<file path="src/rtl/uart_pkg.sv">
// rtl/uart_pkg.sv - shared UART defaults and FIFO operation encoding
package uart_pkg;

  localparam int DATA_WIDTH    = 8;
  localparam int OVERSAMPLE    = 16;
  localparam int RX_FIFO_DEPTH = 16;

  typedef enum logic [1:0] {
    FIFO_IDLE = 2'b00,
    FIFO_PUSH = 2'b01,
    FIFO_POP  = 2'b10,
    FIFO_BOTH = 2'b11
  } fifo_op_e;

  function automatic fifo_op_e fifo_op(input logic wr, input logic rd);
    return fifo_op_e'({rd, wr});
  endfunction

endpackage

</file>
<file path="src/rtl/uart_fifo_mem.sv">
// rtl/uart_fifo_mem.sv - register-array FIFO storage, sync write, async read
module uart_fifo_mem #(
  parameter int DATA_WIDTH = 8,
  parameter int DEPTH      = 16,
  parameter int ADDR_WIDTH = $clog2(DEPTH)
) (
  input  logic                  clk,
  input  logic                  wr_en,
  input  logic [ADDR_WIDTH-1:0] wr_addr,
  input  logic [DATA_WIDTH-1:0] wr_data,
  input  logic [ADDR_WIDTH-1:0] rd_addr,
  output logic [DATA_WIDTH-1:0] rd_data
);

  logic [DATA_WIDTH-1:0] mem [DEPTH];

  // Storage is intentionally never reset; flags gate its validity.
  always_ff @(posedge clk) begin
    if (wr_en) mem[wr_addr] <= wr_data;
  end

  assign rd_data = mem[rd_addr];

endmodule

</file>
<file path="src/rtl/uart_rx_fifo.sv">
// rtl/uart_rx_fifo.sv - UART receive byte buffer with frame-end capture and
// show-ahead valid/ready output
module uart_rx_fifo
  import uart_pkg::*;
#(
  parameter int   DATA_WIDTH = uart_pkg::DATA_WIDTH,
  parameter int   DEPTH      = uart_pkg::RX_FIFO_DEPTH,
  localparam int  ADDR_WIDTH = $clog2(DEPTH)
) (
  input  logic                  clk,
  input  logic                  rst,
  input  logic [DATA_WIDTH-1:0] rx_data,
  input  logic                  rx_idle,
  output logic [DATA_WIDTH-1:0] m_data,
  output logic                  m_valid,
  input  logic                  m_ready,
  output logic [ADDR_WIDTH:0]   count,
  output logic                  full,
  output logic                  empty,
  output logic                  overflow,
  input  logic                  clear_overflow
);

  localparam logic [ADDR_WIDTH:0] COUNT_MAX = (ADDR_WIDTH + 1)'(DEPTH);

  logic                  rx_idle_q;
  logic [ADDR_WIDTH-1:0] wr_ptr;
  logic [ADDR_WIDTH-1:0] rd_ptr;
  logic [ADDR_WIDTH:0]   count_q;
  logic                  push;
  logic                  pop;
  logic                  wr_en;
  logic                  drop;

  assign empty   = (count_q == '0);
  assign full    = (count_q == COUNT_MAX);
  assign m_valid = ~empty;
  assign count   = count_q;

  // Rising edge of the idle level marks the end of the stop bit.
  assign push  = rx_idle & ~rx_idle_q;
  assign pop   = m_valid & m_ready;
  // A simultaneous pop frees the slot, so a push into a full FIFO still lands.
  assign wr_en = push & (~full | pop);
  assign drop  = push & full & ~pop;

  always_ff @(posedge clk) begin
    if (rst) begin
      rx_idle_q <= 1'b1;
      wr_ptr    <= '0;
      rd_ptr    <= '0;
      count_q   <= '0;
      overflow  <= 1'b0;
    end else begin
      rx_idle_q <= rx_idle;
      if (wr_en) wr_ptr <= wr_ptr + 1'b1;
      if (pop)   rd_ptr <= rd_ptr + 1'b1;
      case (fifo_op(wr_en, pop))
        FIFO_PUSH: count_q <= count_q + 1'b1;
        FIFO_POP:  count_q <= count_q - 1'b1;
        default:   count_q <= count_q;
      endcase
      if (drop)                overflow <= 1'b1;
      else if (clear_overflow) overflow <= 1'b0;
    end
  end

  uart_fifo_mem #(
    .DATA_WIDTH (DATA_WIDTH),
    .DEPTH      (DEPTH),
    .ADDR_WIDTH (ADDR_WIDTH)
  ) u_mem (
    .clk     (clk),
    .wr_en   (wr_en),
    .wr_addr (wr_ptr),
    .wr_data (rx_data),
    .rd_addr (rd_ptr),
    .rd_data (m_data)
  );

endmodule

</file>
<file path="config.mk">
export PLATFORM = sky130hd
export DESIGN_NAME = uart_rx_fifo
export DESIGN_NICKNAME = d
export VERILOG_FILES = /design/src/rtl/uart_pkg.sv /design/src/rtl/uart_fifo_mem.sv /design/src/rtl/uart_rx_fifo.sv
export SDC_FILE = /design/constraint.sdc
export NUM_CORES = 1
export LEC_CHECK = 0
export ABC_AREA = 1
export BUFFER_PORTS_ARGS = -buffer_cell sky130_fd_sc_hd__buf_2
export CAP_MARGIN = 10
export CORE_ASPECT_RATIO = 1.5
export CORE_MARGIN = 8
export CORE_UTILIZATION = 61
export CTS_CLUSTER_DIAMETER = 50
export CTS_CLUSTER_SIZE = 40
export DETAILED_ROUTE_END_ITERATION = 16
export PLACE_DENSITY = 0.84
export SYNTH_ARGS = -nofsm -noshare
export SYNTH_HDL_FRONTEND = slang
export SYNTH_SLANG_ARGS = --single-unit
</file>
<file path="constraint.sdc">
create_clock -name clk -period 2.1 [get_ports clk]
set_clock_uncertainty 0.05 [all_clocks]
set_input_delay 0 -clock clk [delete_from_list [all_inputs] [get_ports clk]]
set_output_delay 0 -clock clk [all_outputs]
set_load 0.005 [all_outputs]
</file>
==> results by stage, run 1 <==
Global routing:
- The fraction of met3 tracks used by global routing is 5.31%.
- For this run, the total global-route usage over all layers was measured as 20.3%.
- The initial antenna violation count is 0.
- Entering global routing, the biggest net connects 83 pins.
- Global routing used 22.2% of the available met1 tracks.
- The via count of the first global-routing pass is 4254.
- The leftover overflow at the end of global routing is 0.
- The met2 demand-to-capacity share in global routing is 34.6%.
- The first global-routing pass estimated 21.4 mm of wire.
- met2 is the most crowded layer.

Drt:
- The final routed DRC violation total is 0.
- The final wirelength is 13.4 mm.
- The via count is 4204.
- The number of vias per cell is 5.79.
- The first detailed-routing pass ran for 5 iterations.
- The antenna violation net count after detailed routing is 0.
- The detailed router finished its first iteration with 404 violations.
- The detailed-route wire length per cell is 18.4 µm.

Layout:
- In the final layout, the multi-input gates occupy 1580 µm².
- The antenna diode count is 0.
- The synthesis-to-layout area growth is 15.8%.
- Of the cells placed in the final design, the portion with a size suffix greater than 1 is 15.6%.
- The number of filler cells placed in the layout is 622.
- The final instance area is between 7000 and 8000 µm².
- Registers take 4230 µm².
- After the last flow step, the layout net total stands at 619.

Synth:
- The area fraction of the dominant cell type after synthesis is 61.5%.
- The cell count after synthesis came out at 547.
- By area the synthesized netlist is led by edfxtp_1, dfxtp_1, inv_1.
- In the synthesized netlist the async set-or-reset flop fraction comes to 0%.
- In this run, synthesis inferred ~130 flip-flops with an integrated enable.
- Summing every instance area after synthesis gives 6250 µm².
- For this run, the number of Yosys warnings is 0.
- The number of distinct library cells after synthesis is 29.
- The proportion of synthesized chip area in sequential cells is between 60% and 70%.
- The most used flip-flop cell after synthesis is edfxtp_1.
- In this run the mean area of a mapped cell was 11.4 µm².
- edfxtp_1 takes more of the synthesized area than any other cell.
- The number of nets in the synthesized netlist is 569.
- The flop and latch count out of synthesis is 147.

STA:
- The final-layout setup total negative slack is 0 ps.
- After layout, the worst setup slack is 95.3 ps.
- Hold timing on the final database bottoms out at a slack of just under 300 ps.
- At the pin with the least slew margin, the transition time is 822 ps.
- Setup repair after global routing could not meet its margin everywhere.
- The worst slew margin relative to its limit is around 45%.
- The total count of max-transition violations in the final report is 0.
- The period utilization is 95.5%.
- The worst path needs 2000 ps of the cycle, external delays included.
- The final number of setup-violating endpoints is 0.
- The maximum operating frequency is between 400 and 500 MHz.
- The final-report hold violation count is 0.

Critical path:
- The worst-case register-to-register setup slack is 100 ps.
- The depth of the critical timing path with buffers and inverters included is 6.
- Walking the worst path, the cells encountered are nor2_4 -> nand3_4 -> o21ai_4 -> inv_2 -> nand2_1 -> nor2_1.
- The worst setup path is launched from a flop.
- The worst setup path is of the reg2reg kind.
- The endpoint kind of the worst setup timing path is a flop.
- In this run the worst path has a maximum fanout of 8.
- The worst register-to-register path has a depth of 6.
- The cell family with the largest share of critical-path delay is simple AND/OR/NAND/NOR gates.
- The cell at the slowest stage of the critical path is nor2_1.
- Data arrives at the worst endpoint at between 1500 and 2000 ps.
- The required time of the critical path is between 2000 and 2500 ps.
- The largest single stage delay on the critical path is ~650 ps.
- The buffers plus inverters on the worst setup path is 1.

Clock network:
- Clock tree synthesis selected as its root buffer the cell clkbuf_16.
- After clock tree synthesis, the clock-pin slew on the worst setup and hold paths is 60 ps.
- No sink is reached through more buffers than the 2 on the longest clock path.
- The clock insertion delay at the later pin of the skew report is about 420 ps.
- TritonCTS built the clock tree.
- CTS built an H-tree with a depth of 4.
- In this run, CTS created clock tree buffers numbering 17.
- The number of setup buffers added after CTS is 0.
- Counting every sink on the clock net gives approximately 150.

Floorplanning:
- The number of top-level design ports is 30.
- The initialized floorplan defines 45 standard-cell rows.
- Measured along the x axis, the die boundary spans 98.7 µm.
- Once the floorplan was initialized, standard cells occupied approximately 62% of the core.
- The floorplan step set the die height to 140 µm.
- The die covers 13800 µm².
- The placeable core area is 10100 µm².

Place:
- The number of I/O port buffers is 29.
- OpenSTA, run right after detailed placement, puts the worst setup slack at 35.3 ps.
- Summing all placed instances gives a cell area of 6550 µm².
- The last weighted congestion value of the routability-driven placer is between 0.9 and 1.
- The post-DP HPWL is 8.48 mm.

Power:
- The cell leakage power is 2.76 nW.
- The overall power is 8.15 mW.
- IR analysis of the VDD net gives a maximum drop of 0.000833 V.
- For this design the ratio of total power to cell area is 1130 nW/µm².

Hold path:
- The worst min-delay path class is in2reg.
- The worst hold path stage count is 3.

Run status:
- The flow ran to the end, and the final reports show no timing, DRC or antenna violations.

Job:
- The tool flagged a number of max-cap violations equal to 0.
## worst paths after layout
kind	startpoint	endpoint
worst max-delay path	count[0]$_SDFFE_PP0P_	u_mem.mem[1][2]$_DFFE_PP_
worst min register to register	rd_ptr[2]$_SDFFE_PP0N_	rd_ptr[2]$_SDFFE_PP0N_
worst max register to register	count[0]$_SDFFE_PP0P_	u_mem.mem[1][2]$_DFFE_PP_
worst min-delay path	rst	wr_ptr[2]$_SDFFE_PP0P_
## cells in the final DEF, fill, tap and decap left out, types with 2 or more instances in the layout
cell,Yosys,final
inv_2,2,2
clkinvlp_4,0,2
o21ai_1,1,2
nand2_2,2,2
o211ai_1,32,32
dfxtp_1,19,17
buf_2,18,29
xor2_1,2,2
nor2_1,31,26
nor2_4,2,2
nand3_2,3,3
a21oi_1,39,39
ha_1,8,7
o21ai_0,40,39
nand3_1,55,55
clkbuf_16,0,17
nor2_2,2,7
nand2_1,60,60
edfxtp_1,128,128
inv_1,87,87
buf_12,0,3
dlygate4sd3_1,0,14
buf_4,0,11
clkinv_2,0,9
clkinv_1,0,2
## flip-flops by register name (all words and copies together), names as in the netlist, named ones only
register   flops
u_mem.mem    128
count          5
rd_ptr         4
wr_ptr         4
overflow       1
rx_idle_q      1
## cell usage after synthesis (3+ instances only)
library cell	n
a21oi_1	39
buf_2	18
buf_6	3
clkbuf_1	4
dfxtp_1	19
edfxtp_1	128
ha_1	8
inv_1	87
nand2_1	60
nand3_1	55
nand3_2	3
nor2_1	31
o211ai_1	32
o21ai_0	40
## worst min-delay path, cell delays in order
cell and delay, ps:
dlygate4sd3_1 520, buf_2 150, a21oi_2 40
## metrics by stage
stage | util [%] | std cells
3_3_place_gp | 65.0 | 681
3_5_place_dp | 65.0 | 681
6_report | 71.8 | 726
2_1_floorplan | - | 547
4_1_cts | 71.5 | 726
5_1_grt | 71.8 | 726
## report_power, final
group / internal, mW / leakage (nW) / switching [mW]
clock: 1.59 / 0.262 / 1.09
sequential: 3.27 / 1.31 / 0.147
combinational: 0.826 / 1.19 / 1.23
## area by class of cell
type	instances	area share [%]
multi-input combinational	285	21.8
tap	117	2.02
sequential	147	58.4
clock inverter	14	1.35
timing repair buffer	57	5.91
inverter	89	4.62
clock buffer	17	5.88
## logic make-up (layout without fill, tap and decap cells)
| group | after synthesis | after routing | synth area share, % |
|---|---|---|---|
| simple gates | 158 | 158 | 11.7 |
| compound gates | 115 | 115 | 10.8 |
| buf+inv | 115 | 177 | 7.63 |
| flops | 147 | 147 | 67.6 |
| fa+ha+maj | 9 | 9 | 1.92 |
| xor+xnor | 3 | 3 | 0.420 |
## layer usage
metal | up-vias | part of all wire, %
met5 | - | 0
met4 | 0 | 4.3
met3 | 39 | 5.7
met2 | 187 | 52
met1 | 1989 | 38
li1 | 1989 | -
## timing repair
action,in CTS,in global routing
gates resized for setup,0,7
hold buffers,14,0
setup endpoints to repair,0,20
endpoints found under the hold margin,136,0
Note: power is estimated with default switching activity, not from simulation.
==> run 2, diff against run 1 <==
==> constraint.sdc (replaced) <==
create_clock -name clk -period 2.1 [get_ports clk]
set_clock_uncertainty 0.05 [all_clocks]
set_input_delay 0 -clock clk [delete_from_list [all_inputs] [get_ports clk]]
set_output_delay 0 -clock clk [all_outputs]
set_load 0.1 [all_outputs]
==> results by stage, run 2 (synthesized netlist as in run 1, its figures left out) <==
Critical path:
- The class of the most critical setup path is reg2reg.
- The depth of the worst register-to-register path is 6.
- The required time of the critical path is 2080 ps.
- STA classifies the critical path startpoint as a flop.
- The most critical setup path has its startpoint at count[2]$_SDFFE_PP0P_.
- The worst setup path is captured at a flop.
- Data arrives at the worst endpoint at 2000 ps.
- The beginning of the worst register-to-register path is count[2]$_SDFFE_PP0P_.
- The maximum net fanout on the critical path is 8.

Global routing:
- For this run the aggregate overflow at the end of global routing stands at 0.
- The initial antenna violation count came to 0.
- The via count of the first global-routing pass came to 4141.
- Entering global routing, the biggest net connects 65 pins.
- Global routing consumed, over all layers together, 21.1% of the routing resources.
- The first-pass GRT wire length is about 22 mm.

Layout:
- The repair_antennas step left the layout with diodes totalling 0.
- After routing the design area is 7430 µm².
- Cells with a size suffix above 1 make up 16.1% of the layout.
- The register with the most flip-flops in the layout has 128 of them.
- The final core utilization is 73.8%.
- The register containing the most flip-flops in the final layout is u_mem.mem.
- The most common library cell in the layout ignoring fill and taps is edfxtp_1.
- The net count of the finished layout is slightly above 600.
- The area growth from synthesis to layout is 18.9%.
- The top cell types in the final layout, fill and taps aside, are edfxtp_1, inv_1, nand2_1, nand3_1.

Clock network:
- The clock tree synthesis step divided the H-tree into 4 levels.
- The number of clock sinks seen by CTS is 147.
- The longest clock path from root to sink contains 2 buffers.
- The clock insertion delay at the later pin of the skew report is 410 ps.
- In this run, CTS created clock tree buffers numbering 17.
- The cell at the root of the clock tree is clkbuf_16.
- TritonCTS built the clock tree.
- The clock-pin slew on the worst setup and hold paths is 60 ps.

Drt:
- The antenna violation net count after detailed routing is 0.
- The detailed-route wire length per cell is 19.6 µm.
- The initial DRC count is 454.
- Before antenna repair, the detailed router went through 8 iterations.
- Summed over all layers, the routed wires come to 14.2 mm.
- The final routed DRC violation total is 0.
- The via count is 4346.
- The number of vias per cell is 6.00.

Floorplanning:
- Measured along the y axis, the die boundary spans 140 µm.
- 30 I/O pins were placed.
- In this run the standard cell core region covers 10100 µm².
- The area of the die is approximately 14000 µm².
- In this run the horizontal extent of the chip is 98.7 µm.
- The floorplan has 45 rows.
- For this configuration, the core starts out at a cell density of 62.0%.

Job:
- The number of maximum-capacitance constraint violations is 0.

Power:
- The design draws 10.2 mW.
- The total power divided by cell area is 1370 nW/µm².
- The analysis attributes to net switching a power of 3.92 mW.
- The internal portion of the total power is 6.29 mW.
- Of the total power, the share spent switching nets is 38.4%.
- The combinational power share is 37.5%.
- Of the total power, the clock network draws 28.8%.
- The analysis attributes to cell leakage a power of around 2.8 nW.
- The part of the total power dissipated in sequential elements is 33.7%.
- The worst vdd rail ir drop is 0.00179 V.

STA:
- In this run the tightest slew margin relative to its limit is 29.7%.
- The worst hold slack across all endpoints is roughly 290 ps.
- The final number of setup-violating endpoints is 0.
- Setup repair after global routing left no endpoint under its margin.
- The final-report hold violation count came to 0.
- The worst path uses 96.0% of the clock period.
- For this run, the top clock speed supported by timing is between 400 and 500 MHz.
- The total count of max-transition violations in the final report is 0.
- At the pin with the least slew margin, the transition time is 1050 ps.
- The smallest clock period supported by the final layout is computed as between 2000 and 2500 ps.

Place:
- The post-DP HPWL is 8.66 mm.
- The placed standard-cell area is 6700 µm².
- At the end of routability-driven placement, the weighted congestion stood at 0.827.
- In this run the tool buffered the top-level ports with 29 buffer cells.

Hold path:
- In this run the worst hold path is classified as in2reg.
- The critical hold path startpoint is rst.
- The worst hold path stage count is 3.

Run status:
- The flow ran to the end, and the final reports show no timing, DRC or antenna violations.
-- run 2: repair_timing --
action                     in CTS  in global routing
setup buffers                   1                  1
setup endpoints to repair       8                 13
hold endpoints to repair      136                  0
hold buffers                   13                  0
gates resized for setup         0                  3
-- run 2: area by class of cell --
class | count | area (µm²)
Multi-Input combinational cell | 285 | 1590
Sequential cell | 147 | 4250
Fill cell | 626 | 2650
Clock inverter | 11 | 138
Inverter | 89 | 337
Clock buffer | 20 | 437
Tap cell | 117 | 146
Timing Repair Buffer | 55 | 542
-- run 2: critical path, cell delays in order, from the launching register on --
cell	delay, ps
dfxtp_4	380
nor2_4	60
nand3_4	80
o21ai_4	80
inv_2	110
nand2_2	70
nor2_1	790
-- run 2: layer usage --
metal,GRT usage [%],vias up,share of wire (%)
li1,-,1988,-
met1,23.3,2057,35
met2,37.5,257,54
met3,4.91,44,7.0
met4,9.59,0,3.3
met5,0,-,0
-- run 2: per-stage QoR --
step           worst slack [ps]  std cells  setup TNS, ps
6_report                   83.6        724              0
5_1_grt                    11.9        724              0
4_1_cts                    28.2        723              0
3_5_place_dp               51.9        678              0
3_3_place_gp               98.9        678              0
2_1_floorplan              -106        547           -118
-- run 2: power by group through the flow --
stage	clock, mW	sequential [mW]	combinational [mW]
global placement	0	3.53	3.61
CTS	2.95	3.45	3.79
finish	2.94	3.44	3.83
floorplan	0	3.76	2.52
detailed placement	0	3.54	3.68
global route	3.07	3.45	4.09
-- run 2: path summary, 6_finish.rpt --
path,end,slack [ps]
max reg2reg,u_mem.mem[15][3]$_DFFE_PP_,80
max,u_mem.mem[15][3]$_DFFE_PP_,80
min,wr_ptr[2]$_SDFFE_PP0P_,290
min reg2reg,overflow$_SDFFE_PP0P_,430
==> run 3, diff against run 2 <==
--- a/config.mk
+++ b/config.mk
@@ -15,6 +15,7 @@
 export CTS_CLUSTER_SIZE = 40
 export DETAILED_ROUTE_END_ITERATION = 16
 export PLACE_DENSITY = 0.84
+export REMOVE_ABC_BUFFERS = 1
 export SYNTH_ARGS = -nofsm -noshare
 export SYNTH_HDL_FRONTEND = slang
 export SYNTH_SLANG_ARGS = --single-unit
==> results by stage, run 3 (synthesized netlist as in run 1, its figures left out) <==
Run status:
- The flow ran to the end, and the final reports show no timing, DRC or antenna violations.

Critical path:
- At the worst endpoint, the arrival time is 2050 ps.
- The capture instance of the worst register-to-register path is u_mem.mem[0][5]$_DFFE_PP_.
- The class of the most critical setup path is reg2reg.
- Setup slack on the worst reg-to-reg path comes out at 30 ps.
- In this run the worst setup path terminates at u_mem.mem[0][5]$_DFFE_PP_.
- The worst register-to-register path has a depth of 6.
- In this run the worst path has a maximum fanout of 8.
- The first element of the critical path is count[0]$_SDFFE_PP0P_.
- The beginning of the worst register-to-register path is count[0]$_SDFFE_PP0P_.
- The endpoint kind of the worst setup timing path is a flop.
- The launching element type of the critical path is a flop.
- The required time of the critical path is about 2100 ps.

Drt:
- The final wirelength is 13.3 mm.
- The first detailed-routing pass took 7 iterations.
- In the routed design, unresolved DRC markers number 0.
- After detailed routing, the average wire length per cell comes to 18.6 µm.
- The number of vias per cell is 5.81.
- The antenna violation net count after detailed routing is 0.
- The via count is 4171.
- The initial DRC count is 433.

STA:
- The time the final worst path needs with I/O delays and setup is 2070 ps.
- The final-report hold violation count came to 0.
- For the pin with the worst max-slew slack, the measured transition is about 840 ps.
- The final number of setup-violating endpoints is 0.
- Derived from the worst setup path, the maximum achievable clock frequency is 484 MHz.
- The smallest setup slack after layout is 34.6 ps.
- Setup repair after global routing could not meet its margin everywhere.
- The total count of max-transition violations in the final report is 0.
- The worst slew margin relative to its limit is 43.6%.
- The period utilization is 98.4%.
- Final hold analysis gives a worst-case slack of approximately 300 ps.

Global routing:
- The via count of the first global-routing pass was 4238.
- Entering global routing, the biggest net connects 69 pins.
- The initial antenna violation count is 0.
- The leftover overflow at the end of global routing is 0.
- The global-route usage over all layers is roughly a fifth.
- The first-pass GRT wire length is roughly 21 mm.

Clock network:
- The number of buffers inserted during clock tree synthesis is 17.
- The clock-pin slew on the worst setup and hold paths is around 60 ps.
- The cell sitting at the root of the clock tree is a clkbuf_16.
- The number of H-tree branching levels is 4.
- The longest clock path from root to sink contains 2 buffers.
- TritonCTS built the clock tree.
- The number of setup buffers added after CTS is 0.
- For the worst-skew pair, the clock arrives at the later sink with an insertion delay of 410 ps.
- The number of clock sinks seen by CTS is 147.

Layout:
- From synthesis to final layout, the design area changed by 18.9%.
- The flip-flop count of the largest register, all copies and words added is 128.
- The post-route netlist has 14.8% of its cells at a drive strength greater than 1.
- The top cell types in the final layout, fill and taps aside, are edfxtp_1, inv_1, nand2_1, nand3_1.
- The final core utilization is 73.7%.
- The antenna diode count is 0.
- Counting flops per register, the top entry is u_mem.mem.
- The final instance area is 7430 µm².
- In the final design database the tool counted just over 600 nets.
- The library cell used most frequently in the layout, excluding fill and tap cells, is edfxtp_1.
- The number of filler cells placed in the layout is ~610.

Floorplanning:
- The area of the die is 13800 µm².
- The count of standard-cell rows is 45.
- Measured along the x axis, the die boundary spans 98.7 µm.
- The die height is roughly 140 µm.
- The number of top-level design ports is 30.
- The placeable core area is 10100 µm².
- For this configuration, the core starts out at a cell density of 62.0%.

Place:
- Prior to clock tree synthesis, the placed netlist has a worst setup slack of -6.55 ps.
- The last weighted congestion value of the routability-driven placer is 0.882.
- The placed standard-cell area is 6600 µm².
- Port buffering added 29 buffers.
- The post-DP HPWL is 8.65 mm.

Hold path:
- The path class of the tightest hold or removal check is in2reg.

Job:
- Across the run, the number of max-cap violations was 0.

Power:
- The analysis attributes to cell leakage a power of about 2.8 nW.
- The overall power is 10.3 mW.
- The worst vdd rail ir drop is 0.00166 V.
- In this run the power density over the cells is 1390 nW/µm².
-- run 3: cell count changes in the layout (fill, tap and decap cells not counted), moves of 5 or more --
cell      change
buf_4         -6
clkinv_2      -5
dfxtp_1       +5
dfxtp_4       -5
nor2_1        -7
nor2_2        +7
-- run 3: power breakdown --
group	leakage (nW)	switching [mW]	internal (mW)
Combinational	1.20	2.63	1.14
Sequential	1.31	0.144	3.27
Clock	0.294	1.07	2.08
-- run 3: worst min-delay path by stage --
stage                  from                endpoint  slack (ps)  depth (start not counted)
floorplan               rst  wr_ptr[2]$_SDFFE_PP0P_          10                          1
global placement    rx_idle    rx_idle_q$_SDFF_PP1_         150                          3
detailed placement  rx_idle    rx_idle_q$_SDFF_PP1_         150                          3
CTS                     rst  wr_ptr[2]$_SDFFE_PP0P_         290                          3
global route            rst  wr_ptr[2]$_SDFFE_PP0P_         330                          3
finish                  rst  wr_ptr[2]$_SDFFE_PP0P_         310                          3
-- run 3: repair_timing --
action | 4_1_cts | 5_1_grt
pin swaps | 0 | 0
gates resized for setup | 1 | 13
hold endpoints to repair | 136 | 0
setup endpoints to repair | 1 | 75
hold buffers | 13 | 0
gates cloned | 0 | 1
-- run 3: area by class of cell --
cell class / instances / area [µm²] / area share (%)
Sequential cell: 147 / 4230 / 56.9
Multi-Input combinational cell: 285 / 1590 / 21.4
Timing Repair Buffer: 50 / 513 / 6.90
Clock buffer: 19 / 433 / 5.82
Inverter: 89 / 334 / 4.49
Clock inverter: 11 / 186 / 2.51
Tap cell: 117 / 146 / 1.97
-- run 3: worst max-delay path, stage by stage, from the launching register on --
cell     delay (ps)
dfxtp_1         440
nor2_4           90
nand3_4         110
o21ai_4          80
inv_2           120
nand2_1         130
nor2_1          670
-- run 3: layer usage --
layer,vias to the layer above,part of all wire (%),GRT usage [%]
met1,1947,37,21.5
li1,1978,-,-
met4,0,4.2,11.2
met5,-,0,0
met3,48,5.7,5.06
met2,198,53,34.2
-- run 3: through the flow --
step	std cells	setup TNS [ps]
after floorplan	521	-43310
after global placement	674	0
after detailed placement	674	-6.55
after CTS	717	0
after global routing	718	-1840
final	718	0
